--- src/rtl/bus_fabric_pkg.sv ---
// Shared types and constants for the bus_fabric shared-bus arbiter.
package bus_fabric_pkg;

    typedef enum logic {
        IDLE,
        OWNED
    } state_t;

    localparam int BURST_W = 8;

endpackage

--- src/rtl/bus_fabric_rr_arbiter.sv ---
// rr_arbiter: first requester at or after ptr (wrapping), ignoring masked-out masters.
module rr_arbiter
    import bus_fabric_pkg::*;
#(
    parameter int N  = 4,
    parameter int IW = 2
) (
    input  logic [N-1:0]  req,
    input  logic [IW-1:0] ptr,
    input  logic [N-1:0]  excl,
    output logic [N-1:0]  pick,
    output logic [IW-1:0] idx,
    output logic          any
);

    logic [N-1:0] cand;

    assign cand = req & ~excl;

    // Upper segment [ptr..N-1] first, then the wrapped segment [0..ptr-1].
    always_comb begin
        pick = '0;
        idx  = '0;
        any  = 1'b0;
        for (int i = 0; i < N; i++) begin
            if (!any && cand[i] && (i >= int'(ptr))) begin
                any     = 1'b1;
                pick[i] = 1'b1;
                idx     = IW'(i);
            end
        end
        for (int i = 0; i < N; i++) begin
            if (!any && cand[i] && (i < int'(ptr))) begin
                any     = 1'b1;
                pick[i] = 1'b1;
                idx     = IW'(i);
            end
        end
    end

endmodule

--- src/rtl/bus_fabric.sv ---
// bus_fabric: round-robin shared bus with burst-length preemption and a bus keeper.
// Define BUS_FABRIC_LOCK_EN to add a per-master lock input that blocks preemption.
module bus_fabric
    import bus_fabric_pkg::*;
#(
    parameter  int WIDTH     = 16,
    parameter  int MASTERS   = 4,
    parameter  int MAX_BURST = 8,
    localparam int OW        = (MASTERS > 1) ? $clog2(MASTERS) : 1
) (
    input  logic                       CLK,
    input  logic                       RST,
    input  logic [MASTERS-1:0]         req,
    input  logic [MASTERS*WIDTH-1:0]   data_in,
`ifdef BUS_FABRIC_LOCK_EN
    input  logic [MASTERS-1:0]         lock,
`endif
    output logic [MASTERS-1:0]         gnt,
    output logic [WIDTH-1:0]           bus,
    output logic                       bus_valid,
    output logic [OW-1:0]              owner
);

    localparam logic [BURST_W-1:0] MAX_B = BURST_W'(MAX_BURST);

    state_t               state, state_nx;
    logic [MASTERS-1:0]   gnt_nx;
    logic [OW-1:0]        owner_nx, rr_ptr, rr_ptr_nx;
    logic [BURST_W-1:0]   burst_cnt, burst_nx;
    logic [WIDTH-1:0]     keeper, owner_data;
    logic                 lock_hold;
    logic [MASTERS-1:0]   arb_pick;
    logic [OW-1:0]        arb_idx;
    logic                 arb_any;

    function automatic logic [BURST_W-1:0] sat_inc(input logic [BURST_W-1:0] v);
        return (v >= MAX_B) ? v : v + 1'b1;
    endfunction

    function automatic logic [OW-1:0] next_ptr(input logic [OW-1:0] i);
        return (int'(i) == MASTERS - 1) ? '0 : i + 1'b1;
    endfunction

    // The owner is always excluded; when it has dropped req that costs nothing.
    rr_arbiter #(.N(MASTERS), .IW(OW)) u_arb (
        .req  (req),
        .ptr  (rr_ptr),
        .excl (gnt),
        .pick (arb_pick),
        .idx  (arb_idx),
        .any  (arb_any)
    );

    always_comb begin
        owner_data = '0;
        for (int i = 0; i < MASTERS; i++) begin
            if (gnt[i]) owner_data = data_in[i*WIDTH +: WIDTH];
        end
    end

    assign bus_valid = |(req & gnt);
    assign bus       = bus_valid ? owner_data : keeper;

`ifdef BUS_FABRIC_LOCK_EN
    assign lock_hold = |(lock & gnt);
`else
    assign lock_hold = 1'b0;
`endif

    always_comb begin
        state_nx  = state;
        gnt_nx    = gnt;
        owner_nx  = owner;
        rr_ptr_nx = rr_ptr;
        burst_nx  = burst_cnt;
        case (state)
            IDLE: begin
                if (arb_any) begin
                    state_nx  = OWNED;
                    gnt_nx    = arb_pick;
                    owner_nx  = arb_idx;
                    rr_ptr_nx = next_ptr(arb_idx);
                    burst_nx  = '0;
                end
            end
            OWNED: begin
                if (!bus_valid && !arb_any) begin
                    state_nx = IDLE;
                    gnt_nx   = '0;
                    owner_nx = '0;
                    burst_nx = '0;
                end else if (!bus_valid || (burst_cnt == MAX_B && arb_any && !lock_hold)) begin
                    gnt_nx    = arb_pick;
                    owner_nx  = arb_idx;
                    rr_ptr_nx = next_ptr(arb_idx);
                    burst_nx  = '0;
                end else begin
                    burst_nx = sat_inc(burst_cnt);
                end
            end
            default: state_nx = IDLE;
        endcase
    end

    always_ff @(posedge CLK or posedge RST) begin
        if (RST) begin
            state     <= IDLE;
            gnt       <= '0;
            owner     <= '0;
            rr_ptr    <= '0;
            burst_cnt <= '0;
            keeper    <= '0;
        end else begin
            state     <= state_nx;
            gnt       <= gnt_nx;
            owner     <= owner_nx;
            rr_ptr    <= rr_ptr_nx;
            burst_cnt <= burst_nx;
            if (bus_valid) keeper <= owner_data;
        end
    end

endmodule

--- config.mk ---
export PLATFORM = sky130hd
export DESIGN_NAME = bus_fabric
export DESIGN_NICKNAME = d
export VERILOG_FILES = /design/src/rtl/bus_fabric_pkg.sv /design/src/rtl/bus_fabric_rr_arbiter.sv /design/src/rtl/bus_fabric.sv
export SDC_FILE = /design/constraint.sdc
export NUM_CORES = 1
export LEC_CHECK = 0
export CORE_MARGIN = 5
export CORE_UTILIZATION = 41
export DETAILED_ROUTE_END_ITERATION = 10
export GPL_ROUTABILITY_DRIVEN = 0
export PLACE_DENSITY = 0.91
export SYNTH_ARGS = -nofsm -noshare
export SYNTH_HDL_FRONTEND = slang
export SYNTH_SLANG_ARGS = --single-unit
--- constraint.sdc ---
create_clock -name CLK -period 2.6 [get_ports CLK]
set_clock_uncertainty 0.1 [all_clocks]
set_input_delay 0.26 -clock CLK [delete_from_list [all_inputs] [get_ports CLK]]
set_output_delay 0.26 -clock CLK [all_outputs]
set_load 0.01 [all_outputs]
# ---- Word-level counts from Yosys, hierarchy flattened
# Cells that the tools add are included.
dict set report totals {
  memories 0
  elab_cells 98
  output_inout_bits 23
  mem_bits_ro 0
  in_bits 70
  register_bits 33
  ramBits 0
  latchBits 0
}
dict set report op_classes {
  reduce_logical 27
  n_mux 45
  order_cmp 7
  eq_ne 7
  n_bitwise 4
  multipliers 0
  div_mod_pow 0
  n_shift 0
  add_sub_neg 2
}
# cell n
set ops {}
lappend ops {{two-way mux 16 bit} 5}
lappend ops {{two-way mux 8 bit} 4}
lappend ops {{two-way mux 2 bit} 12}
lappend ops {{two-way mux 1 bit} 16}
lappend ops {{one-hot mux 8 bit (2 select lines)} 1}
lappend ops {{logical AND 1 bit} 14}
lappend ops {{two-way mux 4 bit} 3}
lappend ops {{adder 8 x 1 -> 8 bit (second input constant)} 1}
lappend ops {{bitwise AND 4 bit} 2}
lappend ops {{equality test 8 x 4 -> 1 bit (second input constant)} 1}
lappend ops {{greater-or-equal comparator 8 x 4 -> 1 bit (second input constant)} 1}
lappend ops {{logical NOT 1 bit} 8}
lappend ops {{one-hot mux 2 bit (2 select lines)} 2}
lappend ops {{one-hot mux 4 bit (2 select lines)} 1}
lappend ops {{greater-or-equal comparator 1 x 2 -> 1 bit (first input constant)} 2}
lappend ops {{< comparator 1 x 2 -> 1 bit (first input constant)} 2}
lappend ops {{!= test 2 bit (second input constant)} 2}
lappend ops {{!= test 4 bit (second input constant)} 1}
lappend ops {{NOT 4 bit} 1}
lappend ops {{AND reduction 2 bit} 2}
lappend ops {{OR reduction 4 bit} 1}
lappend ops {{!= test 3 x 1 -> 1 bit (second input constant)} 1}
lappend ops {{AND reduction 3 bit} 1}
lappend ops {{adder 2 x 1 -> 2 bit (second input constant)} 1}
lappend ops {{7 further kinds} 7}

# ---- Depth between registers and ports, before layout
# Gate-level depths: netlist of run 1.
dict set report depth {
  word_depth 32
  mapped_depth 8
  ltp_nobuf 7
}

# ---- By module
# From an unflattened synthesis of run 1, not the netlist that was laid out.
dict set report unflattened {
  hier_cells 234
  area_unflattened_um2 2100.8
}
# mod seq_area_each_um2 area_per_inst_um2 cells_per_inst n_inst
set by_module_without_submodules {}
lappend by_module_without_submodules {bus_fabric 825.8 1858.0 196 1}
lappend by_module_without_submodules {rr_arbiter 0.0 242.7 38 1}

# ---- Worst setup path after synthesis of run 1
# OpenSTA, ideal clock, no wires.
dict set report synth_timing {
  path_type {register -> register}
  start {register gnt[2]}
  end {register gnt[2]}
  setup_ns 0.125
  path_buffers 2
  arrival_ns 1.908
  slack_ns 0.467
  path_stages_with_launch 7
  synth_period_minus_slack_ns 2.133
  required_ns 2.375
  cell_sequence {dfrtp_1 -> clkbuf_1 -> nor2b_1 -> nor4_1 -> o21a_1 -> buf_6 -> mux2_2}
}
dict set report synth_via {
  elab_chain_len 24
  word_cells_on_any_way 36
  classes_between {eq/ne (2); mux (11); bitwise (3); reduce/logical (20)}
}
# element line
set synth_lines {}
lappend synth_lines {{start, declared} bus_fabric.sv:18} ;# output logic [MASTERS-1:0] gnt,
lappend synth_lines {{start signal, assigned} bus_fabric.sv:115} ;# gnt <= gnt_nx;
lappend synth_lines {{NOT 4 bit} bus_fabric_rr_arbiter.sv:18} ;# assign cand = req & ~excl;
lappend synth_lines {{bitwise AND 4 bit} bus_fabric_rr_arbiter.sv:18}
lappend synth_lines {{logical AND 1 bit (2 in a row)} bus_fabric_rr_arbiter.sv:26} ;# if (!any && cand[i] && (i >= int'(ptr))) begin
lappend synth_lines {{two-way mux 1 bit} bus_fabric_rr_arbiter.sv:26}
lappend synth_lines {{logical NOT 1 bit} bus_fabric_rr_arbiter.sv:26}
lappend synth_lines {{logical AND 1 bit} bus_fabric_rr_arbiter.sv:26}
lappend synth_lines {{two-way mux 1 bit} bus_fabric_rr_arbiter.sv:26}
lappend synth_lines {{logical NOT 1 bit} bus_fabric_rr_arbiter.sv:33} ;# if (!any && cand[i] && (i < int'(ptr))) begin
lappend synth_lines {{[6 not listed]} n/a}
lappend synth_lines {{two-way mux 1 bit} bus_fabric_rr_arbiter.sv:33}
lappend synth_lines {{logical NOT 1 bit} bus_fabric_rr_arbiter.sv:33}
lappend synth_lines {{logical AND 1 bit (2 in a row)} bus_fabric_rr_arbiter.sv:33}
lappend synth_lines {{two-way mux 1 bit} bus_fabric_rr_arbiter.sv:33}
lappend synth_lines {{logical NOT 1 bit / logical AND 1 bit (equally long branches)} n/a}
lappend synth_lines {{logical AND 1 bit / logical OR 1 bit (equally long branches)} {bus_fabric.sv:87, bus_fabric.sv:92}}
lappend synth_lines {{two-way mux 4 bit / != test 3 x 1 -> 1 bit (equally long branches)} n/a}
lappend synth_lines {{one-hot mux 4 bit (2 select lines) / AND reduction 2 bit (equally long branches)} n/a}
# Several ways; a longest one is shown, not always the timed one. The select of a mux whose other input is x is not followed.
# A chain may end at the register's enable or synchronous reset.

# ---- Worst setup path in the final report of run 1
dict set report layout_timing {
  start {register gnt[3]}
  end {output port bus[6]}
}
dict set report layout_via {
  elab_chain_len 3
  word_cells_on_any_way 4
  classes_between {mux (2); bitwise (1); reduce/logical (1)}
}
# element line
set layout_lines {}
lappend layout_lines {{bitwise AND 4 bit} bus_fabric.sv:61} ;# assign bus_valid = |(req & gnt);
lappend layout_lines {{OR reduction 4 bit} bus_fabric.sv:61}
lappend layout_lines {{two-way mux 16 bit (*)} n/a}
lappend layout_lines {{end, declared} bus_fabric.sv:19} ;# output logic [WIDTH-1:0] bus,
# Mark *: on every way between the ends. The rest lies on a longest branch, timed or not.

==> flow_metrics.tcl, run 1 <==
set metrics [dict create \
    outcome "finished clean" \
    synth_area_leader_cell "dfrtp_1" \
    grt_pass1_wl_um 9660 \
    n_fill_cell 397 \
    tns_ns 0 \
    path_max_fanout 36 \
    grt_max_degree 37 \
    syn_avg_cell_area_um2 8.69 \
    synth_area_leaders "dfrtp_1, a21oi_1, a221oi_1, nor2b_1, nor3_1" \
    first_pass_iters 4 \
    synth_top_area_share_pct 42.1 \
    slew_violations 0 \
    required_ns 2.24 \
    grt_overflow 0 \
    io_pins 93 \
    insertion_delay_ns 0.29 \
    p_leak_uw 0.00138 \
    antenna_left 0 \
    cp-end-kind "output port" \
    synth.most_common_cell "a21oi_1" \
    fp.coreArea_um2 4690 \
    rrSetupSlack_ns 0.32 \
    period_minus_slack_ns 2.49 \
    synth_ff_type "dfrtp_1" \
    setup_viol 0 \
    drc_errors 0 \
    reg2reg_to "gnt[1]" \
    final_util_pct 66.7 \
    synthDistinctLibCells 34 \
    final_cells 373 \
    die_area_um2 6270 \
    final_hold_viol_count 0 \
    r2r.worst_path.cells 6 \
    drt_wl_total_um 5960 \
    area_growth_pct 59.5 \
    vias_per_cell 5.47 \
    peakVddDrop_mv 0.576 \
    drt_iter0_markers 131 \
    drv_cap 0 \
    ys_seq_elements 33 \
    drive_gt1_share_pct 10.0 \
    syn-num-nets 298 \
    die-width_um 79.2 \
    min_path_type "input pin to asynchronous set/reset pin" \
    die_y_um 79.2 \
    start_util_pct 41.8 \
    seq_area_um2 827 \
    worstPathArrival_ns 2.13 \
    clkSinkCount 33 \
    cts_tree "built" \
    rsz0062_at_grt "no" \
    endpoint "bus[6]" \
    cts_max_level 2 \
    grt_pass1_vias 2073 \
    portBuffers 92 \
    crit_path_start_kind "flop" \
    syn_inst 226 \
    dp_cells 364 \
    vias 2041 \
    synth_edf_count 0 \
    synthTopCellsByCount "a21oi_1, dfrtp_1, nor2_1, nor2b_1" \
    cts_buffers 5 \
    async_flop_share_pct 100 \
    critPathKind "flop to output port" \
    fmaxAchievable_mhz 402 \
    reg2reg_from "burst_cnt[4]" \
    power_density_nw_per_um2 1060 \
    diodes 0 \
    root_buffer "clkbuf_8" \
    avgRoutedWirePerCell_um 16.0 \
    relSlewSlack_pct 71.1 \
    antenna_found_initial 0 \
    yosysSeqAreaShare_pct 42.1 \
    clkTransAtPathRegs_ns 0.07 \
    nNetsFinal 390 \
    synth_area_um2 1960 \
    cts_hold_buf 0 \
    ys_warn_count 0 \
    hpwl_um 4380 \
    cts_buffer_depth 2 \
    crit_path_start "gnt[3]" \
    multi_input_area_um2 1060 \
    tightest_slew_ns 0.433 \
    grt_use_total_pct 19.8 \
    fin_crit_sh_pct 95.7 \
    rows 25 \
]
## through the flow
| stage | power (uW) | area, um2 | setup WS [ns] | hold slack, ns |
|---|---|---|---|---|
| floorplan | 2010 | 1960 | 0.467 | 0.289 |
| global placement | 2870 | 2970 | 0.201 | 0.350 |
| detailed placement | 2910 | 2970 | 0.180 | 0.357 |
| CTS | 3360 | 3070 | 0.0128 | 0.267 |
| global route | 3590 | 3130 | 0.00957 | 0.322 |
| finish | 3330 | 3130 | 0.112 | 0.254 |
## final cells by class
cell class                 instances  area share (%)
timing repair buffer             104            33.9
multi-input combinational        170            33.8
sequential                        33            26.4
clock buffer                       7            3.08
tap                               54            2.16
inverter                           4           0.480
clock inverter                     1           0.160
## flip-flops by register name, summed over array words and instances, names as in the netlist
name	cells
state	1
owner	2
keeper	16
rr_ptr	2
gnt	4
burst_cnt	8
## metal layers
metal  part of all wire (%)  global-route usage [%]  routed length [um]
met1                     39                    23.1                2330
met2                     49                    32.2                2900
met3                     10                    6.92                 625
met4                    1.7                    9.28                 100
met5                      0                       0                   0
## power by group
| group | switching, uW | internal [uW] | total (uW) |
|---|---|---|---|
| Clock | 197 | 239 | 436 |
| Combinational | 1010 | 1020 | 2030 |
| Sequential | 136 | 723 | 859 |
## cells in the final DEF (no fill, tap or decap), types with 2 or more instances in the layout
cell / count
a22oi_1: 4
a21oi_2: 2
ha_1: 2
nand3_1: 3
and2_1: 3
nor2_1: 21
buf_6: 2
a21o_1: 2
dfrtp_1: 32
mux2_2: 4
buf_4: 9
o21a_1: 3
dlymetal6s2s_1: 13
a221oi_1: 16
clkdlybuf4s50_1: 78
o21ai_0: 5
a22o_1: 3
nand2b_1: 4
a21oi_1: 34
nand2_1: 12
nor2b_1: 21
nor3_1: 17
inv_1: 4
clkbuf_8: 7
## critical path: stages (launching register included)
cell and delay [ns]:
dfrtp_1 0.39, buf_4 0.21, a22oi_1 0.19, nand2_1 0.13, buf_12 0.19, a21oi_2 0.16
clkdlybuf4s50_1 0.55
## worst min path at each step
stage | to | slack, ns | cells after the start
floorplan | burst_cnt[0] | 0.29 | 1
global placement | owner[0] | 0.35 | 2
detailed placement | owner[0] | 0.36 | 2
CTS | gnt[0] | 0.27 | 3
global route | gnt[1] | 0.32 | 3
finish | gnt[1] | 0.25 | 3
## kinds of logic after synthesis
family                     after synthesis  synth area share (%)
and+or+nand+nor                         86                  22.3
AOI/OAI and AO/OA                       77                  26.8
DFF                                     33                  42.1
buffers and inverters                   23                  4.78
muxes                                    4                  2.29
adders and majority gates                2                  1.27
xor gates and xnor gates                 1                 0.446
## timing repair
action,CTS,global route
setup buffers,0,1
resized for setup,2,18
pin swaps,1,0
endpoints found under the setup margin,1,15
(Power assumes the default switching activity.)
==> run 2: changes to the inputs <==
==> constraint.sdc (replaced) <==
create_clock -name CLK -period 2.6 [get_ports CLK]
set_clock_uncertainty 0.1 [all_clocks]
set_input_delay 0.78 -clock CLK [delete_from_list [all_inputs] [get_ports CLK]]
set_output_delay 0.78 -clock CLK [all_outputs]
set_load 0.01 [all_outputs]
==> flow_metrics.tcl, run 2 (synthesis gave the netlist of run 1 again) <==
set metrics [dict create \
    grt_pass1_vias 2566 \
    cp-end-kind "output port" \
    hold-path-cell-count 2 \
    period_minus_slack_ns 2.79 \
    fmaxAchievable_mhz 358 \
    design_area_um2 4010 \
    die_y_um 79.2 \
    clkPwrFrac_pct 10.4 \
    grt_overflow 0 \
    seq_power_share_pct 18.4 \
    io_pins 93 \
    p_leak_uw 0.00176 \
    rrSetupSlack_ns 0.27 \
    cp_num_buf_inv 2 \
    insertion_delay_ns 0.30 \
    cp_cell_sequence "clkdlybuf4s50_1, nor2b_1, nor3_2, a21oi_2, a21oi_4, buf_6" \
    setup_viol 16 \
    drive_gt1_share_pct 48.9 \
    tightest_slew_ns 0.442 \
    required_ns 1.72 \
    first_pass_iters 5 \
    area_growth_pct 104 \
    power_density_nw_per_um2 1270 \
    slew_violations 0 \
    r2r.worst_path.cells 6 \
    drc_errors 0 \
    worstPathArrival_ns 1.91 \
    avgRoutedWirePerCell_um 23.4 \
    critPathKind "input pin to output port" \
    cellInternalPower_uw 2850 \
    tns_ns -1.80 \
    n_fill_cell 215 \
    final_cell_mix "buf_4, dfrtp_1, clkdlybuf4s50_1" \
    p_sw_share_pct 43.9 \
    relSlewSlack_pct 70.5 \
    final_common_cell "buf_4" \
    die_area_um2 6270 \
    grt_use_met3_pct 7.71 \
    path_max_fanout 2 \
    reg.largest.list "keeper (16), burst_cnt (8), gnt (4)" \
    p_switching_uw 2240 \
    violations "setup timing" \
    cts_hold_buf 0 \
    met1_usage_pct 28.5 \
    gr-max-usage-layer "met2" \
    reg2reg_to "gnt[1]" \
    antenna_left 0 \
    clkSinkCount 33 \
    root_buffer "clkbuf_8" \
    largest_reg_flops 16 \
    cts_buffers 5 \
    antenna_found_initial 0 \
    cts_buffer_depth 2 \
    pre_cts_slack_ns -0.891 \
    met2_usage_pct 45.7 \
    drt_wl_total_um 9590 \
    rsz0062_at_grt "yes" \
    vias 2536 \
    grt_pass1_wl_um 12700 \
    postPlaceCellArea_um2 3110 \
    clkTransAtPathRegs_ns 0.07 \
    drt_iter0_markers 217 \
    fp.coreArea_um2 4690 \
    min_to "owner[0]" \
    grt_use_total_pct 26.8 \
    hpwl_um 4660 \
    critPathMaxStageDelay_ns 0.41 \
    hold_start "owner[0]" \
    drv_cap 0 \
    nNetsFinal 427 \
    crit_path_start_kind "input pin" \
    fin_crit_sh_pct 107 \
    top_register "keeper" \
    dp_cells 381 \
    layout_setup_ws_ns -0.192 \
    grt_max_degree 34 \
    final_cells 410 \
    cts_max_level 2 \
    portBuffers 92 \
    outcome "complete, but fails checks" \
    cts_tree "built" \
    cp_top_family "buffers and inverters" \
    slowest_stage "clkdlybuf4s50_1" \
    power_frac_comb_pct 71.2 \
    final_hold_viol_count 0 \
    min_path_type "flop to flop" \
    diodes 0 \
    start_util_pct 41.8 \
    vias_per_cell 6.19 \
    reg2reg_from "burst_cnt[4]" \
    die-width_um 79.2 \
    peakVddDrop_mv 0.861 \
    rows 25 \
]
run 2: layout make-up:
class / instances / area (um2) / area share [%]
Clock inverter: 1 / 30.0 / 0.749
Sequential cell: 33 / 827 / 20.6
Multi-Input combinational cell: 170 / 1620 / 40.3
Inverter: 4 / 15.0 / 0.375
Tap cell: 54 / 67.6 / 1.69
Timing Repair Buffer: 141 / 1370 / 34.1
Clock buffer: 7 / 86.3 / 2.15
run 2: tightest hold or removal path: stages, from the launching register on:
cell     delay (ns)
dfrtp_1        0.35
nand2_1        0.05
nand2_1        0.05
run 2: worst max-delay path by stage:
stage | from | endpoint | cells after the start
global route | data_in[43] | bus[11] | 6
global placement | req[1] | bus[0] | 6
CTS | req[1] | bus[0] | 7
finish | data_in[43] | bus[11] | 6
floorplan | req[2] | bus[10] | 4
detailed placement | req[2] | bus[4] | 6
run 2: power groups by stage:
stage	Combinational [uW]	Sequential (uW)	Clock [uW]
CTS	2940	875	518
finish	3630	935	528
global placement	2140	848	0
floorplan	1190	816	0
global route	3810	960	552
detailed placement	2200	860	0
run 2: through the flow:
step           total power [uW]  utilization, %  hold WS [ns]
2_1_floorplan              2010               -         0.355
3_3_place_gp               2990            66.2         0.350
3_5_place_dp               3060            66.2         0.369
4_1_cts                    4330            77.8         0.385
5_1_grt                    5320            85.4         0.404
6_report                   5090            85.4         0.378
run 2: timing repair:
| action | in CTS | in global routing |
|---|---|---|
| pin swaps | 50 | 39 |
| setup endpoints to repair | 17 | 17 |
| gates cloned | 3 | 0 |
| endpoints found under the hold margin | 0 | 0 |
| setup buffers | 13 | 7 |
| resized for setup | 195 | 97 |
run 2: per-layer routing:
metal | vias up | wire, um
li1 | 1078 | -
met1 | 1247 | 3330
met2 | 170 | 4940
met3 | 41 | 797
met4 | 0 | 528
met5 | - | 0
